**src/rtl/muldiv_pkg.sv**
```systemverilog
// Shared encodings and helpers for the iterative multiply/divide unit.
// Op codes, FSM states, and a conditional two's-complement negate used for magnitudes and sign fix.
package muldiv_pkg;

    localparam int MAX_W = 128;

    typedef enum logic [2:0] {
        OP_MULT  = 3'd0,
        OP_MULTU = 3'd1,
        OP_DIV   = 3'd2,
        OP_DIVU  = 3'd3,
        OP_MTHI  = 3'd4,
        OP_MTLO  = 3'd5
    } op_e;

    typedef enum logic [1:0] {
        S_IDLE = 2'd0,
        S_RUN  = 2'd1,
        S_SIGN = 2'd2
    } state_e;

    // Callers zero-extend into MAX_W bits and size-cast the result back down.
    function automatic logic [MAX_W-1:0] cond_neg(input logic [MAX_W-1:0] x, input logic neg);
        return neg ? -x : x;
    endfunction

endpackage

```
**src/rtl/muldiv_if.sv**
```systemverilog
// Request/response bundle between the execute stage and the multiply/divide unit.
interface muldiv_if #(parameter int WORD_SIZE = 32);
    logic                 start;
    logic [2:0]           op;
    logic [WORD_SIZE-1:0] rs_data;
    logic [WORD_SIZE-1:0] rt_data;
    logic                 flush;
    logic                 busy;
    logic                 done;
    logic [WORD_SIZE-1:0] hi;
    logic [WORD_SIZE-1:0] lo;

    modport master (output start, op, rs_data, rt_data, flush, input busy, done, hi, lo);
    modport slave  (input start, op, rs_data, rt_data, flush, output busy, done, hi, lo);
endinterface

```
**src/rtl/muldiv_ctrl.sv**
```systemverilog
// Sequencer for muldiv: IDLE -> RUN (WORD_SIZE steps) -> SIGN -> IDLE, with flush abort.
module muldiv_ctrl import muldiv_pkg::*; #(
    parameter int WORD_SIZE = 32
) (
    input  logic clk,
    input  logic rst_n,
    input  logic load,
    input  logic flush,
    output logic busy,
    output logic done,
    output logic step,
    output logic finish
);
    localparam int CNT_W = $clog2(WORD_SIZE) + 1;
    localparam logic [CNT_W-1:0] LAST = CNT_W'(WORD_SIZE - 1);

    state_e           state, state_nxt;
    logic [CNT_W-1:0] cnt;

    always_ff @(posedge clk or negedge rst_n) begin
        if (!rst_n) state <= S_IDLE;
        else        state <= state_nxt;
    end

    always_comb begin
        state_nxt = state;
        step      = 1'b0;
        finish    = 1'b0;
        case (state)
            S_IDLE: if (load) state_nxt = S_RUN;
            S_RUN: begin
                step = ~flush;
                if (flush)            state_nxt = S_IDLE;
                else if (cnt == LAST) state_nxt = S_SIGN;
            end
            S_SIGN: begin
                finish    = ~flush;
                state_nxt = S_IDLE;
            end
            default: state_nxt = S_IDLE;
        endcase
    end

    always_ff @(posedge clk or negedge rst_n) begin
        if (!rst_n) begin
            cnt  <= '0;
            done <= 1'b0;
        end else begin
            cnt  <= step ? cnt + 1'b1 : '0;
            // done lands in the same cycle hi/lo are first visible
            done <= finish;
        end
    end

    assign busy = (state != S_IDLE);

endmodule

```
**src/rtl/muldiv.sv**
```systemverilog
// Iterative multiply/divide unit with HI/LO: shift-add multiply, restoring divide, sign fix on exit.
module muldiv import muldiv_pkg::*; #(
    parameter int WORD_SIZE = 32
) (
    input  logic     clk,
    input  logic     rst_n,
    muldiv_if.slave  bus
);
    localparam int W = WORD_SIZE;

    op_e            op;
    logic           busy, done, load, step, finish, accept, op_div, op_sgn;
    logic [W-1:0]   rs_mag, rt_mag, acc, lq, opnd, hi_q, lo_q, hi_nxt, lo_nxt;
    logic           is_div, neg_res, neg_rem, div0, div_ge;
    logic [W:0]     mul_sum, div_shl, div_diff;
    logic [2*W-1:0] prod_fix;
    logic [W-1:0]   quot_fix, rem_fix;

    assign op     = op_e'(bus.op);
    assign accept = bus.start & ~busy & ~bus.flush;
    assign load   = accept & ~bus.op[2];
    assign op_div = (op == OP_DIV)  || (op == OP_DIVU);
    assign op_sgn = (op == OP_MULT) || (op == OP_DIV);
    assign rs_mag = W'(cond_neg(MAX_W'(bus.rs_data), op_sgn & bus.rs_data[W-1]));
    assign rt_mag = W'(cond_neg(MAX_W'(bus.rt_data), op_sgn & bus.rt_data[W-1]));

    // Multiply: acc is the product's upper half, lq the lower half still holding unused multiplier bits.
    assign mul_sum  = {1'b0, acc} + {1'b0, (lq[0] ? opnd : '0)};
    // Divide: acc is the partial remainder, lq shifts dividend bits out and quotient bits in.
    assign div_shl  = {acc, lq[W-1]};
    assign div_ge   = div_shl >= {1'b0, opnd};
    assign div_diff = div_shl - {1'b0, opnd};

    assign prod_fix = (2*W)'(cond_neg(MAX_W'({acc, lq}), neg_res));
    assign quot_fix = W'(cond_neg(MAX_W'(lq), neg_res));
    assign rem_fix  = W'(cond_neg(MAX_W'(acc), neg_rem));

    // With a zero divisor the remainder ends up as |rs|, so the dividend-sign fix returns rs unchanged.
    assign hi_nxt = is_div ? rem_fix : prod_fix[2*W-1:W];
    assign lo_nxt = is_div ? (div0 ? '1 : quot_fix) : prod_fix[W-1:0];

    muldiv_ctrl #(.WORD_SIZE(W)) u_ctrl (
        .clk    (clk),
        .rst_n  (rst_n),
        .load   (load),
        .flush  (bus.flush),
        .busy   (busy),
        .done   (done),
        .step   (step),
        .finish (finish)
    );

    always_ff @(posedge clk or negedge rst_n) begin
        if (!rst_n) begin
            hi_q    <= '0;
            lo_q    <= '0;
            acc     <= '0;
            lq      <= '0;
            opnd    <= '0;
            is_div  <= 1'b0;
            neg_res <= 1'b0;
            neg_rem <= 1'b0;
            div0    <= 1'b0;
        end else begin
            if (accept && op == OP_MTHI) hi_q <= bus.rs_data;
            if (accept && op == OP_MTLO) lo_q <= bus.rs_data;
            if (load) begin
                acc     <= '0;
                opnd    <= op_div ? rt_mag : rs_mag;
                lq      <= op_div ? rs_mag : rt_mag;
                is_div  <= op_div;
                neg_res <= op_sgn & (bus.rs_data[W-1] ^ bus.rt_data[W-1]);
                neg_rem <= op_sgn & bus.rs_data[W-1];
                div0    <= (bus.rt_data == '0);
            end else if (step) begin
                if (is_div) begin
                    acc <= div_ge ? W'(div_diff) : W'(div_shl);
                    lq  <= {lq[W-2:0], div_ge};
                end else begin
                    acc <= mul_sum[W:1];
                    lq  <= {mul_sum[0], lq[W-1:1]};
                end
            end
            if (finish) begin
                hi_q <= hi_nxt;
                lo_q <= lo_nxt;
            end
        end
    end

    assign bus.busy = busy;
    assign bus.done = done;
    assign bus.hi   = hi_q;
    assign bus.lo   = lo_q;

endmodule

```
**src/flat_wrapper.sv**
```systemverilog
// flat-port wrapper written by rule: the top's interface ports become plain ports
module muldiv_flat import muldiv_pkg::*;
#(
    parameter int WORD_SIZE = 32
)
  (clk, rst_n, bus_start, bus_op, bus_rs_data, bus_rt_data, bus_flush, bus_busy, bus_done, bus_hi, bus_lo);
  muldiv_if #(.WORD_SIZE(WORD_SIZE)) bus_i ();
  input  logic clk;
  input  logic rst_n;
  input wire logic [$bits(bus_i.start)-1:0] bus_start;
  input wire logic [$bits(bus_i.op)-1:0] bus_op;
  input wire logic [$bits(bus_i.rs_data)-1:0] bus_rs_data;
  input wire logic [$bits(bus_i.rt_data)-1:0] bus_rt_data;
  input wire logic [$bits(bus_i.flush)-1:0] bus_flush;
  output wire logic [$bits(bus_i.busy)-1:0] bus_busy;
  output wire logic [$bits(bus_i.done)-1:0] bus_done;
  output wire logic [$bits(bus_i.hi)-1:0] bus_hi;
  output wire logic [$bits(bus_i.lo)-1:0] bus_lo;
  assign bus_i.start = bus_start;
  assign bus_i.op = bus_op;
  assign bus_i.rs_data = bus_rs_data;
  assign bus_i.rt_data = bus_rt_data;
  assign bus_i.flush = bus_flush;
  assign bus_busy = bus_i.busy;
  assign bus_done = bus_i.done;
  assign bus_hi = bus_i.hi;
  assign bus_lo = bus_i.lo;
  muldiv #(.WORD_SIZE(WORD_SIZE)) u_core (.clk(clk), .rst_n(rst_n), .bus(bus_i));
endmodule
```
**config.mk**
```make
export PLATFORM = sky130hd
export DESIGN_NAME = muldiv_flat
export DESIGN_NICKNAME = d
export VERILOG_FILES = /design/src/rtl/muldiv_pkg.sv /design/src/rtl/muldiv_if.sv /design/src/rtl/muldiv_ctrl.sv /design/src/rtl/muldiv.sv /design/src/flat_wrapper.sv
export SDC_FILE = /design/constraint.sdc
export NUM_CORES = 1
export LEC_CHECK = 0
export CORE_AREA = 2 2 186 188
export DETAILED_ROUTE_END_ITERATION = 16
export DIE_AREA = 0 0 188 190
export GPL_TIMING_DRIVEN = 0
export PLACE_DENSITY = 0.63
export SLEW_MARGIN = 20
export SYNTH_ARGS = -nofsm -noshare
export SYNTH_HDL_FRONTEND = slang
export SYNTH_SLANG_ARGS = --single-unit
```
**constraint.sdc**
```tcl
create_clock -name clk -period 3.25 [get_ports clk]
set_clock_uncertainty 0.05 [all_clocks]
set_input_delay 0.65 -clock clk [delete_from_list [all_inputs] [get_ports clk]]
set_output_delay 0.65 -clock clk [all_outputs]
set_load 0.05 [all_outputs]
```
==> flow_metrics.py, run 1 <==
metrics = {
    "run_status": {
        "outcome": "finished, violations left",
        "violations": "setup timing",
    },
    "sta": {
        "setup_slack_ns": -0.1796,
        "hold_violations": 0,
        "fin_crit_sh_pct": 105.5,
        "slew_headroom_pct": 26.95,
        "maxSlewViolCount": 0,
        "tightest_slew_ns": 1.093,
        "rsz0062_at_grt": "yes",
        "fmax_ghz": 0.2916,
        "setup_viol": 38,
        "holdWs_ns": 0.05681,
        "period_needed_ns": 3.430,
    },
    "pwr": {
        "peakVddDrop_v": 0.0004921,
        "p_leak_nw": 7.819,
        "total_power_w": 0.01736,
        "powerDensity_nw_per_um2": 897.2,
    },
    "die": {
        "core_um2": 33950,
        "initial_core_util_pct": 44.17,
        "rows": 68,
        "dieHeight_um": 190,
        "die_x_um": 188,
        "pin_count": 137,
        "die-area_um2": 35720,
    },
    "synthesis": {
        "ys_async_sr_fraction_pct": 100.0,
        "synth_nets": 2084,
        "ys.flop_type": "dfrtp_1",
        "syn_inst": 1942,
        "yosysTopAreaCell": "dfrtp_1",
        "synth_warnings": 0,
        "yosys-top-cells-count": "250 x nand2_1, 194 x nor2_1, 190 x o21ai_0",
        "ys_seq_area_share_pct": 28.87,
        "synthTopCellsByArea": "dfrtp_1 29%, o21ai_0 6.3%, nand2_1 6.3%",
        "yosysUniqueCellTypes": 70,
        "synth_top_area_share_pct": 28.87,
        "synth_edf_count": 0,
        "ys_seq_elements": 173,
        "synth_most_common_cell": "nand2_1",
        "avgSynthCellArea_um2": 7.720,
        "synth_area_um2": 14990,
    },
    "cts": {
        "cts.path.max_buffers": 2,
        "path_clk_slew_ns": 0.08,
        "numCtsBuffers": 17,
        "cts_sinks": 173,
        "h-tree-depth": 4,
        "clk_latency_ns": 0.46,
        "tritoncts": "built",
        "cts_root_buf": "clkbuf_16",
    },
    "place": {
        "place_ws_ns": -1.487,
        "place_area_um2": 16920,
        "port_buffers": 129,
        "place_congestion": 0.9904,
        "dp.cells": 2528,
        "dp_hpwl_um": 48550,
    },
    "global_route": {
        "top_usage_layer": "met2",
        "gr-usage-met1_pct": 46.78,
        "antenna_found_initial": 0,
        "gr-total-overflow": 0,
        "grt_pass1_vias": 15200,
        "grt_start_max_net_pins": 65,
        "use_met2_pct": 53.29,
        "gr-usage-all-layers_pct": 34.54,
        "grt_pass1_wl_um": 93060,
        "use_met3_pct": 6.290,
    },
    "setup_path": {
        "reg2reg_to": "u_core.acc[30]$_DFFE_PN0P_",
        "critPathArrivalTime_ns": 3.72,
        "crit_type": "register to register",
        "endpoint_kind": "register",
        "reg2reg_slack_ns": -0.18,
        "worstReg2RegStart": "u_core.lq[0]$_DFFE_PN0P_",
        "crit_chain": "inv_4 -> clkbuf_16 -> nor2_4 -> ha_4 -> a211o_1 -> o21a_2 -> a211oi_4 -> o22ai_2 -> o41a_1 -> a41oi_2 -> xnor2_2 -> a221oi_2 -> a21oi_1",
        "cp_data_required_time_ns": 3.54,
        "critPathLaunchType": "register",
        "critPathSlowestCell": "dfrtp_2",
        "path_max_fanout": 6,
        "cpPeakStageDelay_ns": 0.47,
        "reg2reg_depth": 13,
    },
    "cells_and_area": {
        "fin_area_um2": 19350,
        "n_antenna_cell": 0,
        "nFillCells": 3153,
        "syn_to_final_growth_pct": 29.07,
        "nets": 2287,
        "stdcell_count": 2613,
        "drive_gt1_share_pct": 15.76,
    },
    "route": {
        "via_count": 16300,
        "ant_nets": 0,
        "drc_errors": 0,
        "firstDrtPassIters": 6,
        "wl_per_cell_um": 24.43,
        "vias_per_cell": 6.239,
        "drt_wl_total_um": 63840,
        "dr.first_iter.drc_count": 1735,
    },
    "flow_run": {
        "max_cap_violations": 0,
    },
    "worst_hold_path": {
        "hp-class": "input pin to asynchronous set/reset pin",
    },
}
[layout by cell type (no fill, tap or decap), drive strengths merged, types with 18 or more instances in the layout]
cell           synthesis  final
a21oi                173    173
clkdlybuf4s50          0    126
xnor2                 74     74
nor2                 194    194
buf                   16     81
a211oi                23     23
nand2                250    250
dfrtp                173    173
o211ai                44     44
ha                    69     69
mux2i                 80     80
nor3                  31     31
o21ai                195    195
a21o                  31     31
nand3                 34     34
a32oi                 29     29
or3                   21     21
xor2                  95     95
o31ai                 20     20
nor4                  18     18
clkbuf               112    121
inv                   56     64
[report_power, final]
group / internal [W] / total, W / leakage (nW) / switching (W)
clock network: 0.00127 / 0.00231 / 0.311 / 0.00104
logic: 0.00490 / 0.0113 / 5.35 / 0.00644
registers: 0.00274 / 0.00372 / 2.16 / 0.000982
[routing by layer]
| metal | vias up | routed length [um] |
|---|---|---|
| met5 | - | 0 |
| met4 | 0 | 3044 |
| met3 | 168 | 5816 |
| met2 | 869 | 28380 |
| met1 | 7892 | 26600 |
| li1 | 7374 | - |
[worst max-delay path by stage]
stage,start,to,slack [ns],cells after the start
floorplan,u_core.lq[0]$_DFFE_PN0P_,u_core.acc[31]$_DFFE_PN0P_,0.02,14
CTS,u_core.lq[0]$_DFFE_PN0P_,u_core.acc[30]$_DFFE_PN0P_,-0.09,14
detailed placement,u_core.acc[4]$_DFFE_PN0P_,u_core.acc[30]$_DFFE_PN0P_,-1.49,13
global placement,rst_n,u_core.acc[21]$_DFFE_PN0P_,-6.00,1
global route,u_core.opnd[1]$_DFFE_PN0P_,u_core.acc[17]$_DFFE_PN0P_,-0.23,16
finish,u_core.lq[0]$_DFFE_PN0P_,u_core.acc[30]$_DFFE_PN0P_,-0.18,13
[through the flow]
step | utilization [%] | setup TNS [ns]
floorplan | - | 0
global placement | 49.67 | -1103.42
detailed placement | 49.85 | -70.31
CTS | 54.60 | -0.7003
global route | 57.00 | -5.525
finish | 57.00 | -3.057
[worst max-delay path, delay by kind of cell, from the launching register on]
kind | cells | cell delay [ns]
and+or+nand+nor | 1 | 0.04
AOI/OAI and AO/OA | 8 | 2.11
xor gates and xnor gates | 1 | 0.11
DFF | 1 | 0.47
adders and majority gates | 1 | 0.25
buffers and inverters | 2 | 0.28
[kinds of logic after synthesis]
family          after synthesis  share of synthesized area [%]
simple gates                645                          19.41
compound gates              612                          25.23
buf+inv                     184                          4.648
flops                       173                          28.87
xor+xnor                    169                          9.872
mux                          88                          5.942
fa+ha+maj                    71                          6.025
[state kept, by name, summed over array words and instances, names as in the netlist]
register             cells
u_core.u_ctrl.cnt        6
u_core.u_ctrl.state      2
u_core.opnd             32
u_core.div0              1
u_core.neg_rem           1
u_core.is_div            1
u_core.acc              32
u_core.lq               32
u_core.bus.lo           32
u_core.u_ctrl.done       1
u_core.bus.hi           32
u_core.neg_res           1
[area by class of cell]
| cell class | instances | area, um2 | share of cell area (%) |
|---|---|---|---|
| plain buffers | 114 | 560.5 | 2.897 |
| clock buffers | 18 | 439.2 | 2.269 |
| clock inverters | 14 | 196.4 | 1.015 |
| inverters | 56 | 215.2 | 1.112 |
| multi-input cells | 1585 | 11010 | 56.91 |
| flip-flops and latches | 173 | 4365 | 22.56 |
| well taps | 455 | 569.3 | 2.942 |
| repair buffers | 198 | 1992 | 10.29 |
[repair_timing]
| action | in CTS | in global routing |
|---|---|---|
| buffers inserted | 42 | 22 |
| pin swaps | 34 | 49 |
| endpoints found under the setup margin | 73 | 103 |
| cloned | 0 | 4 |
| resized for setup | 165 | 159 |
| hold buffers | 0 | 0 |
(Power assumes the default switching activity.)
==> inputs of run 2 (changes only) <==
- CORE_AREA: 2 2 186 188 -> 2 2 214 164
- DIE_AREA: 0 0 188 190 -> 0 0 216 166
==> flow_metrics.py, run 2 (synthesis gave the netlist of run 1 again) <==
metrics = {
    "run_status": {
        "outcome": "finished, violations left",
        "violations": "setup timing",
    },
    "setup_path": {
        "cpPeakStageDelay_ns": 0.44,
        "path_delay_family": "compound AO/OA/AOI/OAI gates",
        "crit_type": "register to register",
        "critPathSlowestCell": "dfrtp_2",
        "critPathLaunchType": "register",
        "path_max_fanout": 6,
        "endpoint_kind": "register",
        "critPathArrivalTime_ns": 3.68,
        "cp_data_required_time_ns": 3.51,
        "crit_chain": "inv_4 -> buf_12 -> buf_12 -> nor2_4 -> ha_4 -> a21o_1 -> a21o_1 -> a221oi_2 -> o21bai_1 -> a211oi_2 -> o21ai_4 -> a221o_1 -> a2111oi_4 -> o31ai_1",
        "path_buf_inv": 3,
    },
    "die": {
        "die-area_um2": 35860,
        "dieHeight_um": 166,
        "rows": 59,
        "pin_count": 137,
        "core_um2": 33960,
        "initial_core_util_pct": 44.15,
        "die_x_um": 216,
    },
    "route": {
        "firstDrtPassIters": 9,
        "dr.first_iter.drc_count": 1803,
        "ant_nets": 0,
        "vias_per_cell": 6.274,
        "wl_met2_um": 27040,
        "wl_met3_um": 9079,
        "wl_per_cell_um": 25.85,
        "via_count": 16440,
        "drt_wl_total_um": 67730,
        "wl_met1_um": 30230,
        "highest_layer": "met4",
        "drc_errors": 0,
    },
    "global_route": {
        "grt_start_max_net_pins": 94,
        "grt_pass1_vias": 15170,
        "gr-total-overflow": 0,
        "antenna_found_initial": 0,
        "grt_pass1_wl_um": 98650,
        "gr-usage-all-layers_pct": 36.78,
    },
    "cells_and_area": {
        "nFillCells": 3266,
        "syn_to_final_growth_pct": 26.46,
        "stdcell_count": 2620,
        "final_cell_mix": "246 x nand2_1, 182 x nor2_1, 175 x o21ai_0",
        "n_antenna_cell": 0,
        "nets": 2292,
        "drive_gt1_share_pct": 14.66,
        "mostFrequentLayoutCell": "nand2_1",
    },
    "sta": {
        "tightest_slew_ns": 1.037,
        "slew_headroom_pct": 30.83,
        "rsz0062_at_grt": "yes",
        "hold_violations": 0,
        "maxSlewViolCount": 0,
        "fmax_ghz": 0.2920,
        "period_needed_ns": 3.425,
        "setup_viol": 23,
        "fin_crit_sh_pct": 105.4,
        "finalSetupTns_ns": -0.8771,
        "setup_slack_ns": -0.1751,
    },
    "pwr": {
        "p_leak_nw": 7.713,
        "total_power_w": 0.01635,
        "powerDensity_nw_per_um2": 862.4,
        "peakVddDrop_v": 0.0004088,
    },
    "cts": {
        "tritoncts": "built",
        "cts_sinks": 173,
        "cts.path.max_buffers": 2,
        "path_clk_slew_ns": 0.08,
        "h-tree-depth": 4,
        "cts_root_buf": "clkbuf_16",
        "numCtsBuffers": 17,
        "clk_latency_ns": 0.46,
    },
    "place": {
        "place_congestion": 0.9631,
        "dp_hpwl_um": 52060,
        "dp.cells": 2529,
        "port_buffers": 129,
    },
    "flow_run": {
        "max_cap_violations": 0,
    },
    "worst_hold_path": {
        "hp-class": "input pin to asynchronous set/reset pin",
    },
}
## run 2: changes by cell type in the layout (fill, tap and decap cells not counted), sizes merged
cell           before  now
buf                81   87
inv                64   61
dlymetal6s2s        2    3
clkbuf            121  122
clkdlybuf4s50     126  125
bufinv              3    1
clkinvlp            1    4
## run 2: metal layers
layer | vias up | track usage, %
met5 | - | 0
met4 | 0 | 7.564
met3 | 83 | 12.05
met2 | 939 | 50.48
met1 | 8041 | 55.58
li1 | 7375 | -
## run 2: final timing paths
check                                           startpoint                           end  cells past startpoint  slack (ns)
worst max register to register    u_core.lq[0]$_DFFE_PN0P_    u_core.acc[31]$_DFFE_PN0P_                     14       -0.18
worst min-delay path                                 rst_n  u_core.bus.hi[4]$_DFFE_PN0P_                      1        0.14
min in group clk                u_core.opnd[9]$_DFFE_PN0P_    u_core.opnd[9]$_DFFE_PN0P_                      2        0.44
max in group asynchronous                            rst_n    u_core.acc[10]$_DFFE_PN0P_                      2        2.02
worst min register to register  u_core.opnd[9]$_DFFE_PN0P_    u_core.opnd[9]$_DFFE_PN0P_                      2        0.44
worst max-delay path              u_core.lq[0]$_DFFE_PN0P_    u_core.acc[31]$_DFFE_PN0P_                     14       -0.18
## run 2: timing repair
item,CTS,global route
gates resized for setup,125,133
gates cloned,2,0
hold buffers,0,0
setup endpoints to repair,100,84
setup buffers,42,26
pin swaps,34,46
## run 2: worst reg2reg max path, stage by stage, from the launching register on
cell and delay [ns]:
dfrtp_2 0.44, inv_4 0.11, buf_12 0.12, buf_12 0.11, nor2_4 0.04, ha_4 0.26, a21o_1 0.16, a21o_1 0.20
a221oi_2 0.30, o21bai_1 0.13, a211oi_2 0.32, o21ai_4 0.11, a221o_1 0.39, a2111oi_4 0.43, o31ai_1 0.13
## run 2: layout make-up
type / count / area [um2] / area share [%]
timing repair buffer: 200 / 1892 / 9.978
sequential: 173 / 4363 / 23.01
tap: 457 / 571.8 / 3.016
clock inverter: 12 / 123.9 / 0.6533
buffer: 117 / 518.0 / 2.732
inverter: 56 / 212.7 / 1.122
multi-input combinational: 1585 / 10810 / 57.03
clock buffer: 20 / 466.7 / 2.461
## run 2: report_power, final
| part | internal, W | switching, W |
|---|---|---|
| clock | 0.00114 | 0.00101 |
| sequential | 0.00274 | 0.000950 |
| combinational | 0.00424 | 0.00628 |
## run 2: metrics by stage
stage | util [%] | setup WS [ns] | hold slack, ns | instance area (um2)
after floorplan | - | 0.01873 | 0.3044 | 15000
after global placement | 49.66 | -6.144 | 0.4193 | 16860
after detailed placement | 49.78 | -1.266 | 0.4250 | 16900
after CTS | 53.77 | -0.1065 | 0.1600 | 18260
after global routing | 55.84 | -0.2963 | 0.1741 | 18960
final | 55.84 | -0.1751 | 0.1432 | 18960
